`src/rtl/serial_rx.sv`:
```
// serial_rx: UART receiver, 8N1 by default, or 8E1 when SERIAL_RX_PARITY_EN is defined.
// Samples each bit in the middle of its bit time and presents each received byte with a one-cycle strobe.
// Ports:
//   CLK        system clock
//   RESET      asynchronous active-low reset
//   ENABLE     clock enable; low freezes the FSM, the counters and DATA
//   RX         raw serial line, idle high, asynchronous to CLK
//   DATA       last correctly framed byte (line order is LSB first)
//   VALID      one-cycle strobe: DATA was updated this cycle
//   FRAME_ERR  one-cycle strobe: stop bit was sampled low
//   PARITY_ERR one-cycle strobe: even parity failed (SERIAL_RX_PARITY_EN builds only)
module serial_rx #(
    parameter int CLK_FREQ = 100000000,
    parameter int BAUD     = 9600
) (
    input  logic       CLK,
    input  logic       RESET,
    input  logic       ENABLE,
    input  logic       RX,
    output logic [7:0] DATA,
    output logic       VALID,
    output logic       FRAME_ERR
`ifdef SERIAL_RX_PARITY_EN
    ,
    output logic       PARITY_ERR
`endif
);
    localparam int DIV  = CLK_FREQ / BAUD;
    localparam int HALF = DIV / 2;
    localparam int CW   = $clog2(DIV);

    if (DIV < 4) begin : g_div_chk
        $error("serial_rx: CLK_FREQ/BAUD must be at least 4");
    end

    typedef enum logic [2:0] {S_IDLE, S_START, S_DATA, S_PARITY, S_STOP, S_BREAK} state_t;

`ifdef SERIAL_RX_PARITY_EN
    localparam state_t AFTER_DATA = S_PARITY;
`else
    localparam state_t AFTER_DATA = S_STOP;
`endif

    state_t        state;
    logic [CW-1:0] cnt;
    logic [2:0]    idx;
    logic [7:0]    shift;
    logic [1:0]    sync;
    logic          rx_s;
    logic          tick;
    logic          good;

    assign rx_s = sync[1];
    assign tick = (cnt == '0);

`ifdef SERIAL_RX_PARITY_EN
    logic par;
    // Stop bit is high and the data bits plus the parity bit have even weight.
    assign good = rx_s & ~(^shift ^ par);
`else
    assign good = rx_s;
`endif

    // The synchroniser runs on every clock, so ENABLE never delays it.
    always_ff @(posedge CLK or negedge RESET) begin
        if (!RESET) sync <= 2'b11;
        else        sync <= {sync[0], RX};
    end

    always_ff @(posedge CLK or negedge RESET) begin
        if (!RESET) begin
            state     <= S_IDLE;
            cnt       <= '0;
            idx       <= '0;
            shift     <= '0;
            DATA      <= '0;
            VALID     <= 1'b0;
            FRAME_ERR <= 1'b0;
`ifdef SERIAL_RX_PARITY_EN
            par        <= 1'b0;
            PARITY_ERR <= 1'b0;
`endif
        end else begin
            VALID     <= 1'b0;
            FRAME_ERR <= 1'b0;
`ifdef SERIAL_RX_PARITY_EN
            PARITY_ERR <= 1'b0;
`endif
            if (ENABLE) begin
                // Counter parks at zero; any reload below takes precedence.
                if (!tick) cnt <= cnt - CW'(1);
                case (state)
                    S_IDLE: if (!rx_s) begin
                        state <= S_START;
                        cnt   <= CW'(HALF - 1);
                    end
                    S_START: if (tick) begin
                        state <= rx_s ? S_IDLE : S_DATA;
                        cnt   <= CW'(DIV - 1);
                        idx   <= '0;
                    end
                    S_DATA: if (tick) begin
                        shift <= {rx_s, shift[7:1]};
                        cnt   <= CW'(DIV - 1);
                        idx   <= idx + 3'd1;
                        state <= (idx == 3'd7) ? AFTER_DATA : S_DATA;
                    end
`ifdef SERIAL_RX_PARITY_EN
                    S_PARITY: if (tick) begin
                        par   <= rx_s;
                        cnt   <= CW'(DIV - 1);
                        state <= S_STOP;
                    end
`endif
                    // Returning to IDLE at mid-stop-bit leaves time to catch a back-to-back start edge.
                    S_STOP: if (tick) begin
                        state     <= rx_s ? S_IDLE : S_BREAK;
                        FRAME_ERR <= ~rx_s;
                        VALID     <= good;
`ifdef SERIAL_RX_PARITY_EN
                        PARITY_ERR <= rx_s & ~good;
`endif
                        if (good) DATA <= shift;
                    end
                    // A held-low line must produce only one FRAME_ERR, so wait here for idle.
                    S_BREAK: if (rx_s) state <= S_IDLE;
                    default: state <= S_IDLE;
                endcase
            end
        end
    end
endmodule
```
`config.mk`:
```
export PLATFORM = sky130hd
export DESIGN_NAME = serial_rx
export DESIGN_NICKNAME = d
export VERILOG_FILES = /design/src/rtl/serial_rx.sv
export SDC_FILE = /design/constraint.sdc
export NUM_CORES = 1
export LEC_CHECK = 0
export ABC_AREA = 1
export CAP_MARGIN = 20
export CORE_UTILIZATION = 25
export CTS_CLUSTER_DIAMETER = 150
export DETAILED_ROUTE_END_ITERATION = 10
export DONT_BUFFER_PORTS = 1
export PLACE_DENSITY = 0.41
export SLEW_MARGIN = 20
export SYNTH_ARGS = -nofsm -noshare
export SYNTH_HDL_FRONTEND = slang
export SYNTH_SLANG_ARGS = --single-unit
```
`constraint.sdc`:
```
create_clock -name CLK -period 4.4 [get_ports CLK]
set_input_delay 1.32 -clock CLK [delete_from_list [all_inputs] [get_ports CLK]]
set_output_delay 1.32 -clock CLK [all_outputs]
set_load 0.02 [all_outputs]
```
==> impl_metrics.tcl <==
set metrics [dict create \
    status "complete, no violations" \
    clockBufferDepth 2 \
    timing.final.crit_period_ns 2.10 \
    final_cell_count_no_fill 395 \
    grt_remaining_overflow 0 \
    antenna_left 0 \
    reg2regPathDepth 10 \
    cts_root_buf "clkbuf_8" \
    asyncSetResetFlopFracSynth 1.00 \
    track_usage 0.120 \
    avgSynthCellArea_um2 8.04 \
    maxSlewHeadroom 0.768 \
    critical_path_required_ns 3.08 \
    synthAdderAreaFrac 0.0274 \
    timing.rr.start "cnt[0]" \
    diodes 0 \
    start_kind "flop" \
    synth_common_cells "75 x nand2_1, 39 x inv_1, 38 x dfrtp_1, 28 x nor2_1, 22 x nand3_1" \
    antenna_found_initial 0 \
    postCtsSetupBuffers 0 \
    path_clk_slew_ns 0.09 \
    synth_seq_cells 40 \
    wl_per_cell_um 12.7 \
    critical_path.max_fanout 2 \
    fp.coreArea_mm2 0.00876 \
    finalHoldViolations 0 \
    drtIter0Drc 76 \
    postCtsHoldBufs 0 \
    synth.most_common_cell "nand2_1" \
    drc 0 \
    post_cts_resized 0 \
    postSynthNetCount 293 \
    worst_slew_pin_slew_ns 0.347 \
    crit_cells 0 \
    cts_tree "done" \
    die_h_um 97.6 \
    r2r-end "cnt[0]" \
    setup_viol 0 \
    grt_max_degree 41 \
    drive_gt1_frac 0.164 \
    dp_slack_ns 2.32 \
    ir_drop_v 0.000149 \
    cts_buffers 5 \
    hp-class "flop to flop" \
    synth-seq-area-share 0.439 \
    final_area_mm2 0.00249 \
    fmax_mhz 476 \
    startpoint "DATA[2]" \
    synthXorXnorAreaFrac 0.00767 \
    fill_cells 977 \
    tns_ns 0 \
    synth_edf_count 0 \
    rows 34 \
    period_share 0.478 \
    first_pass_iters 4 \
    num_vias 1767 \
    postPlaceCellArea_mm2 0.00238 \
    die_area_mm2 0.00952 \
    die_w_um 97.6 \
    finalPower_mw 1.12 \
    dp_hpwl_um 3570 \
    reg2reg_slack_ns 2.45 \
    synthToLayoutAreaGrowth_pct 9.09 \
    synth_warnings 0 \
    synthSimpleGateAreaFrac 0.323 \
    final_nets 295 \
    p_per_area_mw_per_mm2 450 \
    cp-endpoint "DATA[2]" \
    muxShareOfSynthArea 0 \
    maxSlewViolCount 0 \
    maxCapViolations 0 \
    grt_pass1_wl_um 9080 \
    end_kind "output port" \
    synthCells 284 \
    netlist.area_leader.share 0.416 \
    rsz0062_at_grt "no" \
    ys_top_cells_by_area "dfrtp_1 42%, nand2_1 12%, inv_1 6.4%" \
    ys_types 29 \
    routed_wirelength_um 5010 \
    gp_congestion 0.778 \
    initial_utilization 0.261 \
    synth-compound-area-share 0.119 \
    fin_ws_ns 2.30 \
    dp.cells 387 \
    leakage_nw 1.21 \
    critPathKind "flop to output port" \
    clkLatencyLatePin_ns 0.30 \
    htree_num_levels 2 \
    netlist_area_mm2 0.00228 \
    numClockSinks 40 \
    dominantRegCellSynth "dfrtp_1" \
    fin_skew_ns 0.00836 \
    grt_pass1_vias 1809 \
    synth_top_family_by_area "simple AND/OR/NAND/NOR gates" \
    yosysTopAreaCell "dfrtp_1" \
    arrival_ns 0.78 \
    io_buffers 0 \
    io_pins 14 \
    via_per_inst 4.47 \
]
==> layer usage <==
metal / up-vias / global-route usage / routed length [um] / part of all wire
met3: 8 / 0.0288 / 201 / 0.040
met1: 825 / 0.158 / 2430 / 0.49
met4: 0 / 0.0373 / 76 / 0.015
met5: - / 0 / 0 / 0
met2: 29 / 0.192 / 2290 / 0.46
li1: 905 / - / - / -
==> how the worst min path moves through the flow <==
stage	from	endpoint	slack, ns	cells past startpoint
2_1_floorplan	sync[0]	sync[1]	0.35	0
3_5_place_dp	sync[0]	sync[1]	0.35	0
4_1_cts	sync[0]	sync[1]	0.36	0
3_3_place_gp	sync[0]	sync[1]	0.35	0
5_1_grt	sync[0]	sync[1]	0.37	0
6_report	sync[0]	sync[1]	0.36	0
==> registers in the layout, indices dropped and copies added (netlist names) <==
register and flops:
cnt 14, shift 8, state 3, sync 2, FRAME_ERR 1, idx 3, DATA 8, VALID 1
==> layout by cell type, fill, tap and decap left out, types with 4 or more instances in the layout <==
master,instances
nand2_1,75
inv_1,39
dfrtp_1,38
nor2_1,28
nand3_1,22
o21ai_2,16
o21ai_0,12
nand2_2,6
nor2_4,5
a21oi_1,5
ha_1,5
clkbuf_8,5
o21ai_1,4
==> report_power, final <==
group / total [mW] / leakage, nW / switching (mW) / internal (mW)
sequential: 0.469 / 0.524 / 0.0545 / 0.414
clock: 0.319 / 0.0548 / 0.148 / 0.171
combinational: 0.333 / 0.632 / 0.221 / 0.112
==> per-stage QoR <==
stage               hold slack [ns]   util
floorplan                     0.345      -
global placement              0.346  0.271
detailed placement            0.347  0.271
CTS                           0.361  0.284
global route                  0.366  0.284
finish                        0.359  0.284
==> kinds of logic after synthesis <==
family / Yosys count
fa+ha+maj: 5
xor+xnor: 2
buf+inv: 45
flops: 40
simple gates: 151
compound gates: 41
==> cell type report <==
cell class	count	area, um2	share of cell area
clock inverter	3	46.3	0.0186
inverter	40	150	0.0602
tap	108	135	0.0542
multi-input combinational	199	1090	0.437
clock buffer	5	68.8	0.0276
sequential	40	1000	0.403
No activity file was read; power rests on OpenSTA's default activity.
